$ cat config.mk
export PLATFORM = sky130hd
export DESIGN_NAME = vram_arbiter_flat
export DESIGN_NICKNAME = d
export VERILOG_FILES = /design/src/rtl/vram_arbiter_if.sv /design/src/rtl/vram_arbiter.sv /design/src/flat_wrapper.sv
export SDC_FILE = /design/constraint.sdc
export NUM_CORES = 1
export LEC_CHECK = 0
export ABC_CLOCK_PERIOD_IN_PS = 6640
export CORE_ASPECT_RATIO = 2
export CORE_MARGIN = 1
export CORE_UTILIZATION = 50
export CTS_BUF_LIST = sky130_fd_sc_hd__clkbuf_8
export DETAILED_ROUTE_END_ITERATION = 12
export PLACE_DENSITY = 0.8
export SLEW_MARGIN = 20
export SYNTH_ARGS = -nofsm -noshare
export SYNTH_HDL_FRONTEND = slang
export SYNTH_SLANG_ARGS = --single-unit
$ cat constraint.sdc
create_clock -name clk -period 6.64 [get_ports clk]
set_input_delay 0.996 -clock clk [delete_from_list [all_inputs] [get_ports clk]]
set_output_delay 0.996 -clock clk [all_outputs]
set_load 0.005 [all_outputs]
$ cat src/rtl/vram_arbiter_if.sv
// Bus bundle for the VRAM arbiter: CPU write port, VGA read port, RAM port and
// the write-buffer fill level. The arbiter binds to the slave modport and its
// environment (CPU, VGA, RAM) binds to the master modport.
interface vram_arbiter_if #(
    parameter int ADDR_W     = 11,
    parameter int DATA_W     = 16,
    parameter int FIFO_DEPTH = 4
);
    localparam int LVL_W = $clog2(FIFO_DEPTH) + 1;

    logic              cpu_wr_valid;
    logic [ADDR_W-1:0] cpu_wr_addr;
    logic [DATA_W-1:0] cpu_wr_data;
    logic              cpu_wr_ready;

    logic              vga_rd_req;
    logic [ADDR_W-1:0] vga_rd_addr;
    logic              vga_rd_gnt;
    logic              vga_rd_valid;
    logic [DATA_W-1:0] vga_rd_data;

    logic              ram_en;
    logic              ram_we;
    logic [ADDR_W-1:0] ram_addr;
    logic [DATA_W-1:0] ram_wdata;
    logic [DATA_W-1:0] ram_rdata;

    logic [LVL_W-1:0]  fifo_level;

    modport slave (
        input  cpu_wr_valid, cpu_wr_addr, cpu_wr_data,
        input  vga_rd_req, vga_rd_addr,
        input  ram_rdata,
        output cpu_wr_ready,
        output vga_rd_gnt, vga_rd_valid, vga_rd_data,
        output ram_en, ram_we, ram_addr, ram_wdata,
        output fifo_level
    );

    modport master (
        output cpu_wr_valid, cpu_wr_addr, cpu_wr_data,
        output vga_rd_req, vga_rd_addr,
        output ram_rdata,
        input  cpu_wr_ready,
        input  vga_rd_gnt, vga_rd_valid, vga_rd_data,
        input  ram_en, ram_we, ram_addr, ram_wdata,
        input  fifo_level
    );
endinterface

$ cat src/rtl/vram_arbiter.sv
// VRAM arbiter: shares one single-port synchronous RAM between a VGA reader
// (priority) and a buffered CPU writer. CPU writes land in a small FIFO and
// drain in acceptance order whenever VGA is not using the RAM.
//
// Optional feature: define VRAM_ARB_STARVE_GUARD_EN to build the starvation
// guard. After STARVE_LIMIT consecutive VGA grants with writes pending, the
// next cycle is given to the oldest buffered write. Without the macro VGA
// has absolute priority and the guard counter does not exist.
module vram_arbiter #(
    parameter int ADDR_W       = 11,
    parameter int DATA_W       = 16,
    parameter int FIFO_DEPTH   = 4,
    parameter int STARVE_LIMIT = 8
) (
    input  logic          clk,
    input  logic          reset,
    vram_arbiter_if.slave bus
);
    localparam int PTR_W = $clog2(FIFO_DEPTH);
    localparam int LVL_W = PTR_W + 1;

    if (FIFO_DEPTH < 2 || (FIFO_DEPTH & (FIFO_DEPTH - 1)) != 0 || STARVE_LIMIT < 1) begin : g_bad_params
        $error("vram_arbiter: FIFO_DEPTH must be a power of two >= 2 and STARVE_LIMIT >= 1");
    end

    logic [ADDR_W-1:0] fifo_addr [FIFO_DEPTH];
    logic [DATA_W-1:0] fifo_data [FIFO_DEPTH];
    logic [PTR_W-1:0]  wr_ptr;
    logic [PTR_W-1:0]  rd_ptr;
    logic [LVL_W-1:0]  level;
    logic [LVL_W-1:0]  level_next;
    logic              ready_q;
    logic              rd_valid_q;
    logic              empty;
    logic              push;
    logic              pop;
    logic              gnt;
    logic              forced;

    assign empty = (level == '0);
    // Ready is registered not-full, so a push is never taken at full even if
    // the head drains in the same cycle.
    assign push  = bus.cpu_wr_valid && ready_q;

`ifdef VRAM_ARB_STARVE_GUARD_EN
    localparam int CNT_W = $clog2(STARVE_LIMIT + 1);
    logic [CNT_W-1:0] starve_cnt;

    assign forced = !empty && (starve_cnt == CNT_W'(STARVE_LIMIT));

    // Count VGA grants that starve a pending write; any write or an empty buffer clears it.
    always_ff @(posedge clk or negedge reset) begin
        if (!reset) begin
            starve_cnt <= '0;
        end else if (pop || empty) begin
            starve_cnt <= '0;
        end else if (gnt && starve_cnt != CNT_W'(STARVE_LIMIT)) begin
            starve_cnt <= starve_cnt + CNT_W'(1);
        end
    end
`else
    assign forced = 1'b0;
`endif

    // Arbitration: VGA wins unless the guard forces a write; grants are gated
    // by reset so the RAM stays idle while reset is held low.
    always_comb begin
        gnt = 1'b0;
        pop = 1'b0;
        gnt = reset && bus.vga_rd_req && !forced;
        pop = reset && !gnt && !empty;
    end

    // Next fill level from this cycle's push/pop pair.
    always_comb begin
        level_next = level;
        unique case ({push, pop})
            2'b10:   level_next = level + LVL_W'(1);
            2'b01:   level_next = level - LVL_W'(1);
            default: level_next = level;
        endcase
    end

    // Buffer pointers, level, registered ready and read-valid pipeline stage.
    always_ff @(posedge clk or negedge reset) begin
        if (!reset) begin
            wr_ptr     <= '0;
            rd_ptr     <= '0;
            level      <= '0;
            ready_q    <= 1'b1;
            rd_valid_q <= 1'b0;
        end else begin
            if (push) wr_ptr <= wr_ptr + PTR_W'(1);
            if (pop)  rd_ptr <= rd_ptr + PTR_W'(1);
            level      <= level_next;
            ready_q    <= (level_next != LVL_W'(FIFO_DEPTH));
            rd_valid_q <= gnt;
        end
    end

    // Buffer storage needs no reset: entries are only read below the level.
    always_ff @(posedge clk) begin
        if (push) begin
            fifo_addr[wr_ptr] <= bus.cpu_wr_addr;
            fifo_data[wr_ptr] <= bus.cpu_wr_data;
        end
    end

    assign bus.cpu_wr_ready = ready_q;
    assign bus.vga_rd_gnt   = gnt;
    assign bus.vga_rd_valid = rd_valid_q;
    // RAM has one cycle of read latency, so its output lines up with rd_valid_q.
    assign bus.vga_rd_data  = bus.ram_rdata;
    assign bus.ram_en       = gnt || pop;
    assign bus.ram_we       = pop;
    assign bus.ram_addr     = pop ? fifo_addr[rd_ptr] : bus.vga_rd_addr;
    assign bus.ram_wdata    = fifo_data[rd_ptr];
    assign bus.fifo_level   = level;
endmodule

$ cat src/flat_wrapper.sv
// flat-port wrapper written by rule: the top's interface ports become plain ports
module vram_arbiter_flat 
#(
    parameter int ADDR_W       = 11,
    parameter int DATA_W       = 16,
    parameter int FIFO_DEPTH   = 4,
    parameter int STARVE_LIMIT = 8
)
  (clk, reset, bus_cpu_wr_valid, bus_cpu_wr_addr, bus_cpu_wr_data, bus_vga_rd_req, bus_vga_rd_addr, bus_ram_rdata, bus_cpu_wr_ready, bus_vga_rd_gnt, bus_vga_rd_valid, bus_vga_rd_data, bus_ram_en, bus_ram_we, bus_ram_addr, bus_ram_wdata, bus_fifo_level);
  vram_arbiter_if #(.ADDR_W(ADDR_W), .DATA_W(DATA_W), .FIFO_DEPTH(FIFO_DEPTH)) bus_i ();
  input  logic clk;
  input  logic reset;
  input wire logic [$bits(bus_i.cpu_wr_valid)-1:0] bus_cpu_wr_valid;
  input wire logic [$bits(bus_i.cpu_wr_addr)-1:0] bus_cpu_wr_addr;
  input wire logic [$bits(bus_i.cpu_wr_data)-1:0] bus_cpu_wr_data;
  input wire logic [$bits(bus_i.vga_rd_req)-1:0] bus_vga_rd_req;
  input wire logic [$bits(bus_i.vga_rd_addr)-1:0] bus_vga_rd_addr;
  input wire logic [$bits(bus_i.ram_rdata)-1:0] bus_ram_rdata;
  output wire logic [$bits(bus_i.cpu_wr_ready)-1:0] bus_cpu_wr_ready;
  output wire logic [$bits(bus_i.vga_rd_gnt)-1:0] bus_vga_rd_gnt;
  output wire logic [$bits(bus_i.vga_rd_valid)-1:0] bus_vga_rd_valid;
  output wire logic [$bits(bus_i.vga_rd_data)-1:0] bus_vga_rd_data;
  output wire logic [$bits(bus_i.ram_en)-1:0] bus_ram_en;
  output wire logic [$bits(bus_i.ram_we)-1:0] bus_ram_we;
  output wire logic [$bits(bus_i.ram_addr)-1:0] bus_ram_addr;
  output wire logic [$bits(bus_i.ram_wdata)-1:0] bus_ram_wdata;
  output wire logic [$bits(bus_i.fifo_level)-1:0] bus_fifo_level;
  assign bus_i.cpu_wr_valid = bus_cpu_wr_valid;
  assign bus_i.cpu_wr_addr = bus_cpu_wr_addr;
  assign bus_i.cpu_wr_data = bus_cpu_wr_data;
  assign bus_i.vga_rd_req = bus_vga_rd_req;
  assign bus_i.vga_rd_addr = bus_vga_rd_addr;
  assign bus_i.ram_rdata = bus_ram_rdata;
  assign bus_cpu_wr_ready = bus_i.cpu_wr_ready;
  assign bus_vga_rd_gnt = bus_i.vga_rd_gnt;
  assign bus_vga_rd_valid = bus_i.vga_rd_valid;
  assign bus_vga_rd_data = bus_i.vga_rd_data;
  assign bus_ram_en = bus_i.ram_en;
  assign bus_ram_we = bus_i.ram_we;
  assign bus_ram_addr = bus_i.ram_addr;
  assign bus_ram_wdata = bus_i.ram_wdata;
  assign bus_fifo_level = bus_i.fifo_level;
  vram_arbiter #(.ADDR_W(ADDR_W), .DATA_W(DATA_W), .FIFO_DEPTH(FIFO_DEPTH), .STARVE_LIMIT(STARVE_LIMIT)) u_core (.clk(clk), .reset(reset), .bus(bus_i));
endmodule
Yosys cells after proc, flatten, opt, wreduce, memory -nomap -nowiden
Memories as Yosys holds them, arrays and structs flattened.
Index checks and enable logic that the tools add are counted.
{"block": "totals", "ram_bits": 108, "register_bits": 9, "mem_count": 2, "out_inout_bits": 51, "inputBits": 58, "word_cells": 26}
{"memory": "u_core.fifo_data", "words": 4, "word_bits": 16, "read_ports": 1, "rd_ports_with_merged_regs": 0, "wr": 1, "line": "vram_arbiter.sv:27", "source": "logic [DATA_W-1:0] fifo_data [FIFO_DEPTH];"}
{"memory": "u_core.fifo_addr", "words": 4, "word_bits": 11, "read_ports": 1, "rd_ports_with_merged_regs": 0, "wr": 1, "line": "vram_arbiter.sv:26", "source": "logic [ADDR_W-1:0] fifo_addr [FIFO_DEPTH];"}
{"block": "op_classes", "add_sub_neg": 4, "eq_ne": 3, "reduce_logical": 8, "n_mux": 4}
{"op": "11-bit 2-to-1 mux", "n": 1}
{"op": "3-bit case mux with 2 select lines", "n": 1}
{"op": "2-bit by 1-bit adder with 2-bit output, second input constant", "n": 2}
{"op": "1-bit logical AND", "n": 4}
{"op": "3-bit by 1-bit adder with 3-bit output, second input constant", "n": 1}
{"op": "3-bit zero test", "n": 1}
{"op": "3-bit != test, second input constant", "n": 1}
{"op": "3-bit by 1-bit subtractor with 3-bit output, second input constant", "n": 1}
{"op": "2-bit by 1-bit equality test with 1-bit output, second input constant", "n": 1}
{"op": "2-bit equality test, second input constant", "n": 1}
{"op": "1-bit zero test", "n": 2}
{"op": "1-bit 2-to-1 mux", "n": 2}
{"op": "1-bit logical OR", "n": 1}

Depth between registers and ports, before layout
{"block": "logic_depth", "word_depth": 7, "mapped_depth": 9, "ltp_nobuf": 8}

Worst setup path before layout
Ideal clock, no wire load.
{"block": "synth_path", "path_type": "input to register", "start": "input bus_vga_rd_req", "end": "register u_core.level[2], in the netlist u_core.bus.fifo_level[2]", "setup_ns": 0.127, "n_path_buf": 1, "slack_ns": 3.780, "t_arrival_ns": 2.733, "path_stages": 8, "required_ns": 6.513, "cell_sequence": "nor3b_4 buf_8 ha_1 inv_1 fa_1 xor2_1 o21a_1 or2_2"}
{"block": "synth_between", "elab_chain_cells": 6, "word_cells_on_any_way": 7, "cone_classes": "eq/ne: 2; mux: 1; reduce/logical: 4"}
{"element": "start: declaration", "line": "flat_wrapper.sv:16", "source": "input wire logic [$bits(bus_i.vga_rd_req)-1:0] bus_vga_rd_req;"}
{"element": "1-bit logical AND (*)", "line": "vram_arbiter.sv:70", "source": "gnt = reset && bus.vga_rd_req && !forced;"}
{"element": "1-bit zero test (*)", "line": "vram_arbiter.sv:71", "source": "pop = reset && !gnt && !empty;"}
{"element": "1-bit logical AND (*) (2 in a row)", "line": "vram_arbiter.sv:71"}
{"element": "via bus_ram_we", "line": "flat_wrapper.sv:24", "source": "output wire logic [$bits(bus_i.ram_we)-1:0] bus_ram_we;"}
{"element": "2-bit by 1-bit equality test with 1-bit output or 2-bit equality test (tied branches)", "line": "vram_arbiter.sv:77", "source": "unique case ({push, pop})"}
{"element": "3-bit case mux with 2 select lines (*)", "line": "vram_arbiter.sv:77"}
{"element": "via u_core.level_next[2]", "line": "vram_arbiter.sv:31", "source": "logic [LVL_W-1:0] level_next;"}
{"element": "end signal: assignment", "line": "vram_arbiter.sv:95", "source": "level <= level_next;"}
{"element": "end: declaration", "line": "vram_arbiter.sv:30", "source": "logic [LVL_W-1:0] level;"}
Mark *: on every way through the listed nets, which the timed path passes. The rest lies on a longest branch.
A chain may end at the register's enable or synchronous reset.

Final worst setup path
{"block": "layout_path", "start": "input reset", "end": "output bus_ram_addr[8]"}
{"block": "layout_between", "elab_chain_cells": 5}
{"element": "start: declaration", "line": "flat_wrapper.sv:12", "source": "input logic reset;"}
{"element": "1-bit logical AND", "line": "vram_arbiter.sv:70"}
{"element": "1-bit zero test", "line": "vram_arbiter.sv:71"}
{"element": "1-bit logical AND (*) (2 in a row)", "line": "vram_arbiter.sv:71"}
{"element": "11-bit 2-to-1 mux (*)", "line": "vram_arbiter.sv:116", "source": "assign bus.ram_addr = pop ? fifo_addr[rd_ptr] : bus.vga_rd_addr;"}
{"element": "end: declaration", "line": "flat_wrapper.sv:25", "source": "output wire logic [$bits(bus_i.ram_addr)-1:0] bus_ram_addr;"}
Every way passes the cells marked *; elsewhere a longest branch is shown, timed or not.

==> flow_metrics.tcl <==
set metrics [dict create \
    cp-end-kind "output pin" \
    dr.first_iter.drc_count 133 \
    post-route-period-util 0.683 \
    grt_pass1_vias 2436 \
    yosys_register_bits 117 \
    dp.cells 373 \
    yosysWarnings 0 \
    syn_area_um2 4710 \
    clk_path_buf_depth 2 \
    reg2reg_to "u_core.bus.fifo_level[2]$_DFF_PN0_" \
    cp_slowest_cell "nor3b_4" \
    rr_startpoint "u_core.bus.fifo_level[2]$_DFF_PN0_" \
    io_buffers 76 \
    period_needed_ps 4530 \
    peakVddDrop_uv 317 \
    rsz0062_at_grt "false" \
    finalSetupTns_ps 0 \
    cts_resized 0 \
    arrival_ps 3540 \
    overflow 0 \
    cts_setup_buffers 0 \
    diodes 0 \
    antenna_found_initial 0 \
    outcome "finished with violations" \
    crit_end "bus_ram_addr[8]" \
    final_cell_mix "edfxtp_1 (108), clkdlybuf4s50_1 (76), mux4_2 (27)" \
    synth_cells 213 \
    violations "DRC" \
    grtUsageTotal 0.181 \
    hold_class "register to register" \
    slew_violations 0 \
    dr_wl_met2_um 4530 \
    syn2layout_area_growth_pct 23.4 \
    holdBufCountCts 0 \
    syn-num-nets 277 \
    wl_met3_um 428 \
    clkLatencyLatePin_ps 410 \
    ios 109 \
    wl_met1_um 2860 \
    coreArea_um2 9070 \
    critPathLaunch "reset" \
    drc_errors 24 \
    cellPowerDensity_nw_per_um2 402 \
    vias_per_cell 5.39 \
    ant_nets 0 \
    grt_max_degree 30 \
    post-route-util 0.640 \
    placed_area_um2 5450 \
    critical_path_required_ps 5640 \
    start_kind "primary input" \
    synth_cell_type_count 27 \
    drive_above_1_share 0.254 \
    die-width_um 70.6 \
    clock_skew_ps 4.79 \
    instances_no_fill 405 \
    nets 354 \
    syn_avg_cell_area_um2 22.1 \
    tightest_slew_ps 1050 \
    cts_sinks 117 \
    dieArea_um2 9830 \
    ff2ff_path_depth 8 \
    initial_core_util 0.519 \
    dr.pass1.iters 8 \
    max_cap_viol_count 0 \
    routed_wirelength_um 8000 \
    hold_viol 0 \
    gp_congestion 0.714 \
    r2r_slack_ps 3760 \
    die_h_um 139 \
    clk_pin_slew_ps 60 \
    via_count 2184 \
    max_freq_mhz 221 \
    setup_violations 0 \
    p_leak_nw 2.01 \
    root_buffer "clkbuf_8" \
    max-slew-margin-rel 0.297 \
    finalInstanceArea_um2 5810 \
    grt_pass1_wl_um 12700 \
    critPathMaxStageDelay_ps 940 \
    criticalPathCategory "primary input to output pin" \
    fp-row-count 49 \
    ys_seq_area_frac 0.737 \
    hpwlAfterDp_um 5110 \
    worstHoldStart "u_core.wr_ptr[0]$_DFFE_PN0P_" \
    cts_htree_levels 4 \
    worstPathCellList "clkdlybuf4s50_1 -> nor3b_4 -> mux2_4 -> clkdlybuf4s50_1" \
    cts_tree "yes" \
    cts_made_buffers 17 \
    highest_layer "met4" \
    final_common_cell "edfxtp_1" \
    wl_per_cell_um 19.8 \
    crit_top_cell "clkdlybuf4s50_1" \
    cp_max_fo 15 \
]
==> cell families (layout without fill, tap and decap cells) <==
family,after synthesis,after routing,synth area share
xor gates and xnor gates,5,5,0.00930
buffers and inverters,28,118,0.0428
DFF,117,117,0.737
adders and majority gates,6,6,0.0175
AOI/OAI and AO/OA,3,3,0.00372
muxes,39,39,0.167
and+or+nand+nor,15,15,0.0231
==> routing by layer <==
layer	GRT usage	vias up
met5	0	-
met4	0.0916	0
met3	0.0637	10
met2	0.320	64
met1	0.186	1113
li1	-	997
==> report_power, final <==
part	internal [mW]	switching (mW)	total, mW	leakage, nW
Clock	0.320	0.247	0.567	0.187
Combinational	0.425	0.279	0.704	0.724
Sequential	0.968	0.0973	1.07	1.09
==> area by class of cell <==
class,count,area [um2]
fill,659,3260
sequential,117,3470
multi-input combinational,68,1040
tap,102,128
clock inverter,15,123
inverter,5,18.8
clock buffer,17,234
timing repair buffer,81,798
==> worst min-delay path by stage <==
stage / end / slack, ps / depth (start not counted)
after detailed placement: u_core.wr_ptr[0]$_DFFE_PN0P_ / 540 / 1
after CTS: u_core.wr_ptr[0]$_DFFE_PN0P_ / 560 / 1
after global placement: u_core.wr_ptr[0]$_DFFE_PN0P_ / 540 / 1
after global routing: u_core.wr_ptr[0]$_DFFE_PN0P_ / 590 / 1
final: u_core.wr_ptr[0]$_DFFE_PN0P_ / 560 / 1
after floorplan: u_core.wr_ptr[0]$_DFFE_PN0P_ / 500 / 1
==> per-stage QoR <==
step | setup slack (ps) | hold WS, ps | power [mW]
after CTS | 2040 | 560 | 2.38
after detailed placement | 2040 | 543 | 1.80
after global routing | 1900 | 592 | 2.46
after global placement | 2130 | 535 | 1.77
after floorplan | 3780 | 498 | 1.48
final | 2110 | 556 | 2.34
==> synthesized netlist by cell type <==
library cell  instances  area, um2
ha_1                  5       62.6
fa_1                  1       20.0
nand2_1               2       7.51
inv_1                 5       18.8
edfxtp_1            108       3240
dfrtp_1               8        200
xnor2_1               2       17.5
and4bb_2              1       12.5
buf_6                 2       22.5
nor2_1                1       3.75
buf_2                 2       10.0
dfstp_2               1       26.3
mux4_2               27        608
nor3b_1               1       7.51
xor2_1                3       26.3
and3_1                4       25.0
buf_8                 1       15.0
buf_4                18        135
nor3_1                1       5.00
mux2_4               11        165
and2_1                1       6.26
nor3b_4               1       18.8
nor3_2                1       10.0
mux2_2                1       11.3
o21a_1                1       7.51
o21ai_0               2       10.0
or2_2                 2       12.5
==> sequential cells by signal, summed over array words and instances, names as in the netlist <==
register	flops
u_core.fifo_data	64
u_core.fifo_addr	44
u_core.bus.fifo_level	3
u_core.rd_ptr	2
u_core.wr_ptr	2
u_core.bus.cpu_wr_ready	1
u_core.bus.vga_rd_valid	1
==> worst max-delay path: cells and delay by family <==
family	cells	cell delay, ps
buf+inv	2	1220
simple gates	1	940
mux	1	370
Power figures use the tool's default switching activity.
